[config.mk]
export PLATFORM = sky130hd
export DESIGN_NAME = instruction_fetch_sequencer
export DESIGN_NICKNAME = d
export VERILOG_FILES = /design/src/rtl/instruction_fetch_sequencer.sv
export SDC_FILE = /design/constraint.sdc
export NUM_CORES = 1
export LEC_CHECK = 0
export ABC_AREA = 1
export BUFFER_PORTS_ARGS = -buffer_cell sky130_fd_sc_hd__buf_2
export CORE_MARGIN = 2
export CORE_UTILIZATION = 49
export CTS_CLUSTER_DIAMETER = 150
export DETAILED_ROUTE_END_ITERATION = 8
export PLACE_DENSITY_LB_ADDON = 0.25
export REMOVE_ABC_BUFFERS = 1
export SLEW_MARGIN = 20
export SYNTH_ARGS = -nofsm -noshare
export SYNTH_HDL_FRONTEND = slang
export SYNTH_SLANG_ARGS = --single-unit
[constraint.sdc]
create_clock -name clk -period 2 [get_ports clk]
set_input_delay 0.2 -clock clk [delete_from_list [all_inputs] [get_ports clk]]
set_output_delay 0.2 -clock clk [all_outputs]
set_load 0.02 [all_outputs]
[src/rtl/instruction_fetch_sequencer.sv]
// rtl/instruction_fetch_sequencer.sv - fetch PC sequencer with prefetch FIFO, redirect flush and fault detection
module instruction_fetch_sequencer #(
  parameter int                    DATA_WIDTH   = 32,
  parameter int                    MEMORY_DEPTH = 32,
  parameter int                    FIFO_DEPTH   = 2,
  parameter logic [DATA_WIDTH-1:0] RESET_PC     = '0
) (
  input  logic                  clk,
  input  logic                  reset,
  input  logic                  enable_i,
  input  logic                  redirect_i,
  input  logic [DATA_WIDTH-1:0] redirect_pc_i,
  output logic [DATA_WIDTH-1:0] mem_address_o,
  input  logic [DATA_WIDTH-1:0] mem_instruction_i,
  output logic                  instr_valid_o,
  output logic [DATA_WIDTH-1:0] instr_o,
  output logic [DATA_WIDTH-1:0] instr_pc_o,
  input  logic                  instr_ready_i,
  output logic                  fault_o
);

  localparam int PW = $clog2(FIFO_DEPTH);
  localparam int CW = PW + 1;
  localparam logic [DATA_WIDTH-1:0] MEM_WORDS = DATA_WIDTH'(MEMORY_DEPTH);
  localparam logic [CW-1:0]         FULL_CNT  = CW'(FIFO_DEPTH);

  typedef enum logic [1:0] {IDLE, RUN, FAULT} state_t;

  state_t                state_q, state_d;
  logic [DATA_WIDTH-1:0] pc_q, pc_d;
  logic [PW-1:0]         wr_ptr_q, wr_ptr_d, rd_ptr_q, rd_ptr_d;
  logic [CW-1:0]         count_q, count_d;
  logic [DATA_WIDTH-1:0] word_q [FIFO_DEPTH];
  logic [DATA_WIDTH-1:0] word_d [FIFO_DEPTH];
  logic [DATA_WIDTH-1:0] wpc_q  [FIFO_DEPTH];
  logic [DATA_WIDTH-1:0] wpc_d  [FIFO_DEPTH];

  logic pc_legal, redirect_legal, pop, push;

  assign pc_legal       = ({2'b00, pc_q[DATA_WIDTH-1:2]} < MEM_WORDS);
  assign redirect_legal = (redirect_pc_i[1:0] == 2'b00) &&
                          ({2'b00, redirect_pc_i[DATA_WIDTH-1:2]} < MEM_WORDS);

  assign instr_valid_o = (count_q != '0);
  assign pop           = instr_valid_o && instr_ready_i;
  assign push          = (state_q == RUN) && enable_i && !redirect_i && pc_legal &&
                         ((count_q < FULL_CNT) || pop);

  assign mem_address_o = pc_q;
  assign instr_o       = instr_valid_o ? word_q[rd_ptr_q] : '0;
  assign instr_pc_o    = instr_valid_o ? wpc_q[rd_ptr_q]  : '0;
  assign fault_o       = (state_q == FAULT);

  always_comb begin
    state_d  = state_q;
    pc_d     = pc_q;
    wr_ptr_d = wr_ptr_q;
    rd_ptr_d = rd_ptr_q;
    count_d  = count_q;
    word_d   = word_q;
    wpc_d    = wpc_q;

    if (redirect_i) begin
      // Redirect overrides any fault detection and discards this cycle's pop/push.
      state_d  = !redirect_legal ? FAULT : (enable_i ? RUN : IDLE);
      pc_d     = redirect_pc_i;
      wr_ptr_d = '0;
      rd_ptr_d = '0;
      count_d  = '0;
    end else begin
      case (state_q)
        IDLE:    if (enable_i) state_d = RUN;
        RUN:     if (!enable_i) state_d = IDLE;
                 else if (!pc_legal) state_d = FAULT;
        default: state_d = state_q;
      endcase

      if (push) begin
        word_d[wr_ptr_q] = mem_instruction_i;
        wpc_d[wr_ptr_q]  = pc_q;
        wr_ptr_d         = wr_ptr_q + 1'b1;
        pc_d             = pc_q + DATA_WIDTH'(4);
      end
      if (pop) rd_ptr_d = rd_ptr_q + 1'b1;
      count_d = count_q + (push ? CW'(1) : CW'(0)) - (pop ? CW'(1) : CW'(0));
    end
  end

  always_ff @(posedge clk) begin
    if (reset) begin
      state_q  <= IDLE;
      pc_q     <= RESET_PC;
      wr_ptr_q <= '0;
      rd_ptr_q <= '0;
      count_q  <= '0;
      for (int i = 0; i < FIFO_DEPTH; i++) begin
        word_q[i] <= '0;
        wpc_q[i]  <= '0;
      end
    end else begin
      state_q  <= state_d;
      pc_q     <= pc_d;
      wr_ptr_q <= wr_ptr_d;
      rd_ptr_q <= rd_ptr_d;
      count_q  <= count_d;
      word_q   <= word_d;
      wpc_q    <= wpc_d;
    end
  end

endmodule
==> results of run 1 <==
[metal layers]
metal  wire length (microns)  GRT usage  up-vias
li1                        -          -     3681
met1                    8343     0.3068     3059
met2                    8076     0.3406      186
met3                    1010    0.05438       12
met4                     154    0.05688        0
met5                       0          0        -
[worst min path at each step]
stage	start	endpoint	slack (ns)
3_3_place_gp	wpc_q[43]$_SDFFE_PP0P_	wpc_q[43]$_SDFFE_PP0P_	0.44
4_1_cts	mem_instruction_i[13]	word_q[13]$_SDFFE_PP0P_	0.005
5_1_grt	mem_instruction_i[30]	word_q[30]$_SDFFE_PP0P_	0.01
2_1_floorplan	reset	mem_address_o[10]$_SDFFE_PP0P_	0.27
6_report	mem_instruction_i[13]	word_q[13]$_SDFFE_PP0P_	0.02
3_5_place_dp	wpc_q[39]$_SDFFE_PP0P_	wpc_q[39]$_SDFFE_PP0P_	0.44
[stage by stage]
stage | utilization | hold slack, ns
after floorplan | - | 0.2691
after global placement | 0.5736 | 0.4404
after detailed placement | 0.5736 | 0.4438
after CTS | 0.6178 | 0.005182
after global routing | 0.6226 | 0.01447
final | 0.6226 | 0.01884
[cells by family after synthesis]
group	synth area share
AO/OA/AOI/OAI	0.1004
XOR/XNOR	0.005987
adder cells (fa/ha/maj)	0.005131
buffers and inverters	0.1211
flip-flops	0.4543
multiplexers	0.001368
AND/OR/NAND/NOR	0.3118
[Yosys cell counts]
library cell / number
a21oi_1: 98
buf_1: 7
buf_2: 21
buf_6: 3
clkbuf_1: 39
dfxtp_1: 166
ha_1: 3
inv_1: 150
inv_2: 3
mux2i_1: 1
nand2_1: 274
nand3_1: 86
nand3_2: 2
nand3b_1: 2
nor2_1: 205
nor2_4: 1
o211ai_1: 1
o21ai_0: 46
o22ai_1: 1
or2_2: 1
xnor2_1: 2
xor2_1: 3
[registers in the layout, summed over array words and instances (netlist names)]
| signal | cells |
|---|---|
| rd_ptr_q | 1 |
| wpc_q | 64 |
| wr_ptr_q | 1 |
| word_q | 64 |
| count_q | 2 |
| state_q | 2 |
| mem_address_o | 32 |
[timing repair]
action,CTS,global route
endpoints found under the setup margin,0,29
gates resized for setup,0,26
buffers inserted,0,2
[layout make-up]
type,count,area [sq um],area share
Clock inverter,12,175.2,0.01936
Sequential cell,166,3341,0.3692
Multi-Input combinational cell,726,3162,0.3494
Clock buffer,20,466.7,0.05158
Timing Repair Buffer,191,1097,0.1213
Inverter,153,576.8,0.06374
Tap cell,184,230.2,0.02544
[where the power goes]
group,leakage [nW],switching [mW],internal (mW),total (mW)
Sequential,1.35,0.0374,3.35,3.39
Combinational,3.26,0.268,0.154,0.422
Clock,0.308,1.32,2.19,3.51
Total,4.92,1.62,5.69,7.31
[tightest hold or removal path, delay by kind of cell]
family | cells | cell delay (ns)
AND/OR/NAND/NOR | 2 | 0.12
buffers and inverters | 1 | 0.09
==> results.py, run 1 <==
metrics = {
    "layout": {
        "fillers": 1397,
        "drive_gt1_frac": 0.2011,
        "final_net_count": 1327,
        "area_delta_synth_final_pct": 23.69,
        "antenna_cells": 0,
        "final_cell_mix": "nand2_1, nor2_1, buf_2",
        "final_common_cell": "nand2_1",
        "finalInstanceArea_sq_um": 9049,
        "fin_cells": 1452,
    },
    "global_routing": {
        "overflow": 0,
        "grt_pass1_wl_microns": 29000,
        "antenna_found_initial": 0,
        "track_usage": 0.2194,
        "grt_pass1_vias": 6126,
        "grt_start_max_net_pins": 61,
    },
    "yosys": {
        "synth_top_area_cell": "dfxtp_1",
        "ys_warn_count": 0,
        "syn_area_per_cell_sq_um": 6.561,
        "synth_top_area_frac": 0.4543,
        "synth_cell_types": 22,
        "synth_cells": 1115,
        "seq_area_frac_synth": 0.4543,
        "synth_seq_cells": 166,
        "syn_area_sq_um": 7316,
        "ys_top_cells_by_area": "dfxtp_1, nand2_1, nor2_1",
    },
    "floorplan": {
        "ios": 167,
        "dieHeight_microns": 126.2,
        "coreArea_sq_um": 14530,
        "rows": 44,
        "die-area_sq_um": 15920,
        "start_util": 0.5034,
        "die_w_microns": 126.2,
    },
    "sta": {
        "setup_viol_count_final": 0,
        "rsz0062_at_grt": "yes",
        "max_slew_margin": 0.6960,
        "setup-tns-final_ns": 0,
        "skew_ns": 0.01179,
        "tightestPinTransition_ns": 0.4554,
        "finalMaxSlewViolations": 0,
        "min_period_over_period": 0.9818,
        "fin_crit_ns": 1.964,
        "hold_violations": 0,
        "fmax_mhz": 509.3,
        "fin_ws_ns": 0.03639,
    },
    "min_path": {
        "hp-class": "in2reg",
        "hold_depth": 3,
    },
    "placed_design": {
        "dp_hpwl_microns": 10970,
        "port_buffers": 166,
        "place_area_sq_um": 8337,
        "gp_congestion": 0.7980,
        "pre_cts_ws_ns": 0.05984,
        "dp_cells": 1418,
    },
    "setup_path": {
        "path_delay_family": "buffers and inverters",
        "crit_arrival_ns": 1.76,
        "worst-path-buf-inv": 2,
        "r2r_slack_ns": 0.04,
        "timing.rr.end": "count_q[1]$_SDFF_PP0_",
        "path_cells": "buf_12, o21ai_0, a21oi_1, buf_2",
        "worstSetupPathType": "reg2out",
        "reg2reg_from": "mem_address_o[20]$_SDFFE_PP0P_",
        "crit_path_max_incr_delay_ns": 0.48,
        "crit_start": "rd_ptr_q$_SDFFE_PP0P_",
        "cpMaxStageDelayCell": "dfxtp_4",
        "reg2reg_depth": 12,
        "cp.depth": 4,
        "cp_max_fo": 60,
        "end_kind": "primary output",
        "required_ns": 1.80,
        "worst_setup_path_start_kind": "flop",
        "critPathCapture": "instr_o[9]",
    },
    "run_status": {
        "status": "completed",
    },
    "clock_network": {
        "holdBufCountCts": 0,
        "cts.sinks": 166,
        "cts_buffers": 17,
        "htree_levels": 4,
        "insertion_delay_ns": 0.42,
        "cts_tree": "done",
        "clkSlewWorstSetupHoldPaths_ns": 0.06,
        "cts_buffer_depth": 2,
        "cts-root-buf": "clkbuf_16",
    },
    "detailed_routing": {
        "wl_per_cell_microns": 12.11,
        "antenna_left": 0,
        "post_drt_via_cell_ratio": 4.778,
        "drt-initial-drc-count": 493,
        "drt-total-wl_microns": 17580,
        "drc_errors": 0,
        "dr_total_vias": 6938,
        "dr.pass1.iters": 5,
    },
    "power": {
        "power_density_nw_per_um2": 808.2,
        "power_leakage_nw": 4.918,
        "worst_ir_drop_vdd_mv": 0.5501,
        "totalPowerFinal_mw": 7.313,
    },
    "run": {
        "max-cap-violations": 0,
    },
}
No activity file was read; power rests on OpenSTA's default activity.
==> inputs of run 2 (changes only) <==
- GPL_ROUTABILITY_DRIVEN: not set -> 0
- PLACE_DENSITY: not set -> 0.76
- PLACE_DENSITY_LB_ADDON: 0.25 -> not set
==> results.py, run 2 (synthesis gave the netlist of run 1 again) <==
metrics = {
    "run_status": {
        "status": "completed",
    },
    "detailed_routing": {
        "drt-total-wl_microns": 18020,
        "antenna_left": 0,
        "post_drt_via_cell_ratio": 4.849,
        "dr_total_vias": 7045,
        "drt-initial-drc-count": 486,
        "wl_per_cell_microns": 12.40,
        "dr.pass1.iters": 5,
        "drc_errors": 0,
    },
    "sta": {
        "setup_viol_count_final": 0,
        "finalMaxSlewViolations": 0,
        "hold_violations": 0,
        "skew_ns": 0.007607,
        "tightestPinTransition_ns": 0.4374,
        "fmax_mhz": 525.1,
        "hold-worst-slack_ns": 0.02084,
        "max_slew_margin": 0.7080,
        "fin_crit_ns": 1.904,
        "min_period_over_period": 0.9521,
    },
    "placed_design": {
        "port_buffers": 166,
        "place_area_sq_um": 8369,
        "dp_hpwl_microns": 10950,
    },
    "layout": {
        "antenna_cells": 0,
        "seqCellArea_sq_um": 3332,
        "fillers": 1355,
        "final_net_count": 1328,
        "drive_gt1_frac": 0.1946,
        "final_cell_mix": "nand2_1, nor2_1, buf_2",
        "multi_input_area_sq_um": 3166,
        "area_delta_synth_final_pct": 23.36,
        "final_common_cell": "nand2_1",
        "finalInstanceArea_sq_um": 9025,
    },
    "global_routing": {
        "grt_pass1_vias": 6339,
        "grt_pass1_wl_microns": 29040,
        "antenna_found_initial": 0,
        "grt_start_max_net_pins": 97,
        "overflow": 0,
        "track_usage": 0.2184,
    },
    "clock_network": {
        "cts_tree": "done",
        "cts-root-buf": "clkbuf_16",
        "cts.sinks": 166,
        "htree_levels": 4,
        "insertion_delay_ns": 0.42,
        "clkSlewWorstSetupHoldPaths_ns": 0.06,
        "cts_buffer_depth": 2,
        "cts_buffers": 17,
    },
    "floorplan": {
        "coreArea_sq_um": 14530,
        "rows": 44,
        "start_util": 0.5034,
        "die_w_microns": 126.2,
        "ios": 167,
        "dieHeight_microns": 126.2,
        "die-area_sq_um": 15920,
    },
    "setup_path": {
        "cp_max_fo": 3,
        "worst_setup_path_start_kind": "flop",
        "worstSetupPathType": "reg2reg",
        "crit_start": "mem_address_o[9]$_SDFFE_PP0P_",
        "required_ns": 2.35,
        "end_kind": "flop",
        "reg2reg_from": "mem_address_o[9]$_SDFFE_PP0P_",
        "crit_arrival_ns": 2.26,
    },
    "min_path": {
        "hp-class": "in2reg",
        "hold_path_startpoint": "mem_instruction_i[6]",
    },
    "run": {
        "max-cap-violations": 0,
    },
    "power": {
        "power_density_nw_per_um2": 764.6,
        "worst_ir_drop_vdd_mv": 0.5451,
        "power_leakage_nw": 4.901,
    },
}
==> run 2: cell count changes in the layout (fill, tap and decap cells not counted), sizes merged <==
cell and change:
bufinv -4, clkbuf +3, clkinv +2
==> run 2: routing by layer <==
layer | global-route usage | share of wire | vias to the layer above | routed length (microns)
met5 | 0 | 0 | - | 0
met4 | 0.06593 | 0.011 | 0 | 203
met3 | 0.05650 | 0.067 | 18 | 1204
met2 | 0.3552 | 0.47 | 196 | 8510
met1 | 0.2863 | 0.45 | 3153 | 8097
li1 | - | - | 3678 | -
==> run 2: stage by stage <==
stage | TNS (ns) | instances | power [mW] | setup slack (ns) | utilization
after floorplan | -97.28 | 1045 | 3.647 | -0.7690 | -
after global placement | 0 | 1419 | 3.871 | 0.1305 | 0.5758
after detailed placement | 0 | 1419 | 3.873 | 0.08568 | 0.5758
after CTS | 0 | 1451 | 6.934 | 0.01650 | 0.6148
after global routing | -0.006386 | 1453 | 7.155 | -0.003940 | 0.6210
final | 0 | 1453 | 6.901 | 0.09570 | 0.6210
==> run 2: final timing paths <==
check	slack, ns	end	cells after the start
setup reg to reg	0.1	count_q[1]$_SDFF_PP0_	12
hold / removal	0.02	word_q[6]$_SDFFE_PP0P_	3
hold reg to reg	0.45	wpc_q[13]$_SDFFE_PP0P_	2
setup / recovery	0.1	count_q[1]$_SDFF_PP0_	12
==> run 2: final cells by class <==
cell class              count  share of cell area
clock buffers              22             0.05476
clock inverters            10            0.008041
inverters                 153             0.06391
multi-input cells         726              0.3508
flip-flops and latches    166              0.3692
well taps                 184             0.02551
repair buffers            192              0.1278
==> run 2: timing repair <==
item	4_1_cts	5_1_grt
setup buffers	0	1
hold buffers	0	0
gates resized for setup	0	19
endpoints found under the setup margin	0	33
==> run 2: power breakdown <==
group	switching (mW)	total, mW	internal [mW]
Clock	1.33	3.09	1.75
Sequential	0.0365	3.38	3.35
Combinational	0.271	0.430	0.160
Total	1.64	6.90	5.26
==> run 2: critical path: stages, from the launching register on <==
cell and delay, ns:
dfxtp_2 0.33, nor2_2 0.10, nand2_1 0.07, inv_1 0.06, nand2_1 0.06, nor2_1 0.12, nand3_1 0.11, ha_1 0.30
inv_2 0.04, ha_4 0.15, xnor2_2 0.14, or2_4 0.23, a21oi_2 0.12
==> inputs of run 3 (changes only) <==
- ABC_AREA: 1 -> not set
- TNS_END_PERCENT: not set -> 100
==> results.py, run 3 <==
metrics = {
    "clock_network": {
        "cts_buffers": 17,
        "cts.sinks": 166,
        "insertion_delay_ns": 0.42,
        "clkSlewWorstSetupHoldPaths_ns": 0.06,
        "cts_buffer_depth": 2,
        "cts-root-buf": "clkbuf_16",
        "htree_levels": 4,
        "cts_tree": "done",
    },
    "power": {
        "switchingPower_mw": 1.632,
        "worst_ir_drop_vdd_mv": 0.7882,
        "netSwitchingFraction": 0.2253,
        "power_density_nw_per_um2": 777.0,
        "p_clk_frac": 0.457,
        "power_leakage_nw": 3.859,
        "p_comb_frac": 0.072,
        "totalPowerFinal_mw": 7.244,
        "p_int_mw": 5.612,
        "seqPwrFrac": 0.471,
    },
    "sta": {
        "fmax_mhz": 519.9,
        "min_period_over_period": 0.9617,
        "setup_viol_count_final": 0,
        "max_slew_margin": 0.7197,
        "hold-worst-slack_ns": 0.02089,
        "tightestPinTransition_ns": 0.4166,
        "skew_ns": 0.008224,
        "fin_crit_ns": 1.923,
        "hold_violations": 0,
        "finalMaxSlewViolations": 0,
        "fin_ws_ns": 0.07667,
    },
    "placed_design": {
        "port_buffers": 166,
        "dp_hpwl_microns": 11010,
        "place_area_sq_um": 8361,
        "pre_cts_ws_ns": -0.1016,
    },
    "setup_path": {
        "worst_setup_path_start_kind": "flop",
        "end_kind": "flop",
        "cp_max_fo": 4,
        "crit_arrival_ns": 2.23,
        "worstSetupPathType": "reg2reg",
        "required_ns": 2.31,
    },
    "floorplan": {
        "dieHeight_microns": 126.0,
        "ios": 167,
        "die-area_sq_um": 15880,
        "start_util": 0.5019,
        "rows": 44,
        "coreArea_sq_um": 14530,
        "die_w_microns": 126.0,
    },
    "yosys": {
        "synth-edff-count": 0,
        "synth_cell_types": 45,
        "synth_top_area_frac": 0.4556,
        "synthArstFlopShare": 0,
        "ys_top_cells_by_area": "dfxtp_1, mux2i_1, nand2b_1",
        "seq_area_frac_synth": 0.4556,
        "synth_cells": 730,
        "synth_flop_cell": "dfxtp_1",
        "syn_area_sq_um": 7294,
        "syn_area_per_cell_sq_um": 9.992,
        "ys_warn_count": 0,
        "synth_top_cells_by_count": "dfxtp_1, mux2i_1, nand2b_1",
        "synth_top_area_cell": "dfxtp_1",
        "synth_most_common_cell": "dfxtp_1",
        "synth_seq_cells": 166,
    },
    "run": {
        "max-cap-violations": 0,
    },
    "layout": {
        "area_delta_synth_final_pct": 27.80,
        "final_common_cell": "buf_2",
        "drive_gt1_frac": 0.2849,
        "final_cell_mix": "buf_2, dfxtp_1, mux2i_1",
        "antenna_cells": 0,
        "final_net_count": 975,
        "finalInstanceArea_sq_um": 9323,
    },
    "global_routing": {
        "grt_pass1_vias": 5584,
        "antenna_found_initial": 0,
        "grt_start_max_net_pins": 107,
        "overflow": 0,
        "grt_pass1_wl_microns": 27370,
        "track_usage": 0.2119,
    },
    "detailed_routing": {
        "dr_total_vias": 5758,
        "dr.pass1.iters": 4,
        "drt-initial-drc-count": 354,
        "antenna_left": 0,
        "drt-total-wl_microns": 16910,
        "post_drt_via_cell_ratio": 5.235,
        "drc_errors": 0,
        "wl_per_cell_microns": 15.37,
    },
    "min_path": {
        "hp-class": "in2reg",
    },
    "run_status": {
        "status": "completed",
    },
}
run 3: area by class of cell:
| cell class | count | area (sq um) |
|---|---|---|
| inverters | 6 | 22.52 |
| clock buffers | 23 | 498.0 |
| clock inverters | 9 | 115.1 |
| repair buffers | 208 | 1310 |
| well taps | 184 | 230.2 |
| fillers | 1221 | 5211 |
| flip-flops and latches | 166 | 3346 |
| multi-input cells | 504 | 3801 |
run 3: critical path: stages, from the launching register on:
cell and delay, ns:
dfxtp_2 0.34, nor4_2 0.27, nand4_1 0.17, nor2_2 0.15, nand2_1 0.06, ha_1 0.28
inv_2 0.04, ha_4 0.15, xor2_2 0.17, xnor2_1 0.13, nor2_1 0.05
run 3: path summary, 6_finish.rpt:
kind	startpoint	end	slack, ns	cells after the start
max reg2reg	mem_address_o[26]$_SDFFE_PP0P_	count_q[1]$_SDFF_PP0_	0.08	10
min reg2reg	wpc_q[22]$_SDFFE_PP0P_	wpc_q[22]$_SDFFE_PP0P_	0.46	1
max	mem_address_o[26]$_SDFFE_PP0P_	count_q[1]$_SDFF_PP0_	0.08	10
min	redirect_pc_i[19]	mem_address_o[19]$_SDFFE_PP0P_	0.02	2
run 3: per-stage QoR:
| stage | setup TNS (ns) | util | std cells |
|---|---|---|---|
| 4_1_cts | 0 | 0.6293 | 1092 |
| 5_1_grt | -0.1783 | 0.6414 | 1100 |
| 6_report | 0 | 0.6414 | 1100 |
| 3_5_place_dp | -0.1016 | 0.5752 | 1048 |
| 2_1_floorplan | -360.09 | - | 676 |
| 3_3_place_gp | 0 | 0.5752 | 1048 |
run 3: repair_timing:
action                                 4_1_cts  5_1_grt
gates resized for setup                     14       21
cloned                                       0        1
setup buffers                                2        7
endpoints found under the hold margin       10        0
hold buffers                                10        0
pin swaps                                    7        8
setup endpoints to repair                    1      106
run 3: power groups by stage:
stage	Sequential, mW	Clock (mW)	Combinational (mW)
after detailed placement	3.47	0	0.477
after CTS	3.40	3.38	0.506
final	3.41	3.31	0.523
after floorplan	3.51	0	0.187
after global routing	3.41	3.53	0.568
after global placement	3.46	0	0.476
run 3: logic make-up (layout without fill, tap and decap cells):
family | after synthesis | in the layout | share of synthesized area
AO/OA/AOI/OAI | 47 | 47 | 0.05283
buffers and inverters | 60 | 246 | 0.04185
adder cells (fa/ha/maj) | 3 | 3 | 0.005146
multiplexers | 147 | 147 | 0.2017
XOR/XNOR | 3 | 3 | 0.003603
AND/OR/NAND/NOR | 304 | 304 | 0.2393
flip-flops | 166 | 166 | 0.4556
run 3: metal layers:
metal,vias up,share of wire,track usage
met3,24,0.058,0.05905
met2,172,0.48,0.3567
met4,0,0.015,0.05818
met5,-,0,0
met1,2707,0.45,0.2676
li1,2855,-,-
